File: src/rtl/instr_encoder.sv
// -----------------------------------------------------------------------------
// instr_encoder
//
// Packs field-level operations from the program loader into 32-bit instruction
// words and buffers them in a first-word-fall-through FIFO. The control unit
// reads one word at a time from the head of the FIFO.
//
// Ports
//   clk          system clock, rising edge
//   resetn       asynchronous active-low reset, discards all buffered words
//   in_valid     loader presents an operation
//   in_ready     encoder can accept (FIFO not full)
//   in_opcode    8-bit operation code
//   in_dest      destination register address
//   in_src1      source-1 register address (ignored for LOADI)
//   in_src2      source-2 register address (ignored for LOADI)
//   in_imm       immediate value (LOADI only)
//   instr_out    head-of-FIFO instruction word, 0 when empty
//   instr_valid  instr_out holds a valid word
//   instr_ready  control unit consumes the head word this cycle
//   err_opcode   one-cycle pulse after an illegal opcode is rejected
//   count        number of buffered words
//
// Handshakes: a transfer happens on a rising edge where valid && ready are
// both high. Neither ready depends on the matching valid, and the producer
// keeps its fields stable while valid=1 and ready=0. When full, in_ready
// stays low even if a pop happens in the same cycle (no bypass).
// -----------------------------------------------------------------------------
module instr_encoder #(
  parameter int DEPTH = 4
) (
  input  logic                     clk,
  input  logic                     resetn,
  input  logic                     in_valid,
  output logic                     in_ready,
  input  logic [7:0]               in_opcode,
  input  logic [2:0]               in_dest,
  input  logic [2:0]               in_src1,
  input  logic [2:0]               in_src2,
  input  logic [7:0]               in_imm,
  output logic [31:0]              instr_out,
  output logic                     instr_valid,
  input  logic                     instr_ready,
  output logic                     err_opcode,
  output logic [$clog2(DEPTH):0]   count
);

  localparam int AW = $clog2(DEPTH);
  localparam int CW = AW + 1;

  localparam logic [7:0] OP_MOV   = 8'h00;
  localparam logic [7:0] OP_ADD   = 8'h01;
  localparam logic [7:0] OP_AND   = 8'h02;
  localparam logic [7:0] OP_OR    = 8'h03;
  localparam logic [7:0] OP_LOADI = 8'h08;
  localparam logic [7:0] OP_SUB   = 8'h09;

  logic [31:0]   r_mem [DEPTH];
  logic [AW-1:0] r_wr_ptr;
  logic [AW-1:0] r_rd_ptr;
  logic [CW-1:0] r_count;
  logic          r_err;

  logic          w_legal;
  logic [31:0]   w_word;
  logic          w_push;
  logic          w_pop;
  logic          w_reject;
  logic          w_full;
  logic          w_empty;

  always_comb begin
    w_legal = 1'b0;
    case (in_opcode)
      OP_MOV, OP_ADD, OP_AND, OP_OR, OP_LOADI, OP_SUB: w_legal = 1'b1;
      default:                                         w_legal = 1'b0;
    endcase
  end

  // LOADI carries the immediate in the low byte; everything else carries
  // src2 in [10:8] and a zero-extended src1 in [7:0].
  always_comb begin
    if (in_opcode == OP_LOADI) begin
      w_word = {in_opcode, 5'b0, in_dest, 5'b0, 3'b0, in_imm};
    end else begin
      w_word = {in_opcode, 5'b0, in_dest, 5'b0, in_src2, 5'b0, in_src1};
    end
  end

  assign w_full   = (r_count == CW'(DEPTH));
  assign w_empty  = (r_count == '0);
  assign w_push   = in_valid && !w_full && w_legal;
  assign w_reject = in_valid && !w_full && !w_legal;
  assign w_pop    = !w_empty && instr_ready;

  // Storage is not reset: contents are only ever observed through the read
  // pointer while count is non-zero.
  always_ff @(posedge clk) begin
    if (w_push) begin
      r_mem[r_wr_ptr] <= w_word;
    end
  end

  always_ff @(posedge clk or negedge resetn) begin
    if (!resetn) begin
      r_wr_ptr <= '0;
      r_rd_ptr <= '0;
      r_count  <= '0;
      r_err    <= 1'b0;
    end else begin
      r_err <= w_reject;
      if (w_push) begin
        r_wr_ptr <= r_wr_ptr + AW'(1);
      end
      if (w_pop) begin
        r_rd_ptr <= r_rd_ptr + AW'(1);
      end
      case ({w_push, w_pop})
        2'b10:   r_count <= r_count + CW'(1);
        2'b01:   r_count <= r_count - CW'(1);
        default: r_count <= r_count;
      endcase
    end
  end

  assign in_ready    = !w_full;
  assign instr_valid = !w_empty;
  assign instr_out   = w_empty ? 32'h0 : r_mem[r_rd_ptr];
  assign err_opcode  = r_err;
  assign count       = r_count;

endmodule
File: config.mk
export PLATFORM = sky130hd
export DESIGN_NAME = instr_encoder
export DESIGN_NICKNAME = d
export VERILOG_FILES = /design/src/rtl/instr_encoder.sv
export SDC_FILE = /design/constraint.sdc
export NUM_CORES = 1
export LEC_CHECK = 0
export ABC_AREA = 1
export CELL_PAD_IN_SITES_DETAIL_PLACEMENT = 1
export CELL_PAD_IN_SITES_GLOBAL_PLACEMENT = 2
export CORE_ASPECT_RATIO = 0.75
export CORE_MARGIN = 4
export CORE_UTILIZATION = 35
export DETAILED_ROUTE_END_ITERATION = 10
export GPL_TIMING_DRIVEN = 0
export PLACE_DENSITY = 0.86
export SYNTH_ARGS = -nofsm -noshare
export SYNTH_HDL_FRONTEND = slang
export SYNTH_SLANG_ARGS = --single-unit
export TNS_END_PERCENT = 5
File: constraint.sdc
create_clock -name clk -period 3 [get_ports clk]
set_input_delay 0.6 -clock clk [delete_from_list [all_inputs] [get_ports clk]]
set_output_delay 0.6 -clock clk [all_outputs]
set_load 0.03 [all_outputs]
==> impl_metrics.ini <==
[layout]
layout_common_cells = nor2_1 (103), edfxtp_1 (88), clkdlybuf4s50_1 (54)
nFillCells = 1250
diodes = 0
layout-drive-gt1-share = 0.127
syn2layout_area_growth_pct = 28.7
fin_util = 0.459
final_common_cell = nor2_1
finalNetCount = 479

[global_routing]
grt_overflow = 0
grt_first_pass_wirelength_um = 16300
antenna_found_initial = 0
grt_pass1_vias = 3110
grt_usage = 0.158
grt_max_degree = 17

[cts]
clkSinkCount = 96
cts.clk_slew.worst_paths_ps = 70
cts_tree = done
post_cts_buffers = 0
clockRootBuffer = clkbuf_16
clock_latency_ps = 340
cts_buffers = 9
htreeDepth = 3
cts_buffer_depth = 2

[routing]
drc_errors = 0
drt_wl_total_um = 10100
vias = 2820
ant_nets = 0
wl_per_cell_um = 16.6
drtIter0Drc = 182
viasPerCell = 4.62
dr.pass1.iters = 4

[power]
vdd_drop_max_mv = 0.370
leakagePower_nw = 1.99
sequentialPowerShare = 0.309
p_int_mw = 2.99
p_sw_frac = 0.406
p_switching_mw = 2.05
clkPwrFrac = 0.209
power.density_nw_per_um2 = 949
power.total_mw = 5.04
p_comb_frac = 0.482

[hold_path]
hold_path_class = reg -> reg
hold_depth = 1

[setup_path]
start_kind = flip-flop
crit_type = reg -> out
r2r.worst_path.cells = 11
arrival_ps = 2230
cp-end-kind = output pin
cp.required_ps = 2400
cp_max_fo = 10

[logic_synthesis]
ys_seq_area_frac = 0.689
netlist_area_sq_um = 4130
ys_seq_elements = 96
async_reset_ff_frac = 0.0833
netlist-cell-type-count = 25
syn-instance-count = 364
synth_edf_count = 88
syn_area_per_cell_sq_um = 11.3
yosysWarnings = 0
synth-main-ff-cell = edfxtp_1

[timing]
tightest_slew_ps = 800
fmax_mhz = 354
fin_crit_ps = 2830
fin_worst_skew_ps = 4.71
final_hold_viol_count = 0
rsz0062_at_grt = false
setup_tns_ps = 0
slew_headroom = 0.466
finalCritPeriodShare = 0.942
finalWorstSetupSlack_ps = 174
setup_viol = 0
final-max-slew-violation-count = 0

[floorplan]
die_h_um = 102
initial_utilization = 0.357
rows = 34
die_w_um = 133
ios = 67
die_area_sq_um = 13600
core_area_sq_um = 11600

[job]
maxCapViolations = 0

[placement]
finalWeightedCongestion = 0.748
dpl.hpwl_um = 7040
pre_cts_ws_ps = -72.2
io_buffers = 56

[status]
status = finished, final reports clean
-- per-layer routing --
layer | GRT usage | part of all wire
met3 | 0.0359 | 0.034
met5 | 0 | 0
met4 | 0.0482 | 0.0077
met2 | 0.273 | 0.49
met1 | 0.202 | 0.47
-- final timing paths --
path	start	endpoint	slack (ps)
setup / recovery	r_rd_ptr[0]	instr_out[0]	170
hold / removal	count[0]	count[0]	520
setup reg to reg	count[0]	count[2]	810
hold reg to reg	count[0]	count[0]	520
max in group asynchronous	resetn	r_rd_ptr[0]	2180
min in group asynchronous	resetn	err_opcode	540
-- cell type report --
type / count / area, sq um / share of cell area
sequential: 96 / 2840 / 0.535
timing repair buffer: 60 / 663 / 0.125
inverter: 26 / 100 / 0.0188
multi-input combinational: 226 / 1040 / 0.196
tap: 162 / 203 / 0.0382
clock inverter: 6 / 45.0 / 0.00848
clock buffer: 10 / 229 / 0.0431
buffer: 25 / 186 / 0.0351
-- worst max-delay path, cell delays in order, from the launching register on --
cell and delay, ps:
dfrtp_1 380, buf_6 150, inv_4 100, buf_2 270, o21ai_1 120, a21oi_1 180
clkdlybuf4s50_1 700
-- logic make-up after synthesis --
family / Yosys count / synth area share
and+or+nand+nor: 138 / 0.132
DFF: 96 / 0.689
xor gates and xnor gates: 2 / 0.00424
adders and majority gates: 6 / 0.0200
AOI/OAI and AO/OA: 70 / 0.0849
buffers and inverters: 51 / 0.0694
other: 1 / 0.000908
-- through the flow --
stage | hold WS (ps) | std cells | cell area [sq um]
finish | 523 | 611 | 5310
global route | 551 | 611 | 5310
CTS | 524 | 611 | 5310
detailed placement | 513 | 595 | 5030
global placement | 510 | 591 | 4920
floorplan | 304 | 373 | 4160
-- flip-flops by register name, summed over array words and instances, names as in the netlist --
register and count:
r_wr_ptr 2, err_opcode 1, count 3, r_mem 88, r_rd_ptr 2
-- synth_stat cells (all sizes together) (3+ instances only) --
cell type,count,area (sq um)
a21oi,23,115
buf,25,186
dfrtp,8,200
edfxtp,88,2640
ha,5,62.6
inv,25,96.4
nand2,24,103
nand3,3,15.0
nor2,109,414
o21ai,47,235
-- power groups by stage --
stage          clock network, mW  registers (mW)  logic, mW
2_1_floorplan                  0            1.62       1.47
3_3_place_gp                   0            1.58       2.40
3_5_place_dp                   0            1.58       2.46
4_1_cts                     1.08            1.55       2.48
5_1_grt                     1.14            1.56       2.62
6_report                    1.05            1.56       2.43
-- repair_timing --
| item | in CTS | in global routing |
|---|---|---|
| endpoints found under the setup margin | 0 | 2 |
| gates resized for setup | 0 | 2 |
| hold buffers | 0 | 0 |
No activity file was read; power rests on OpenSTA's default activity.
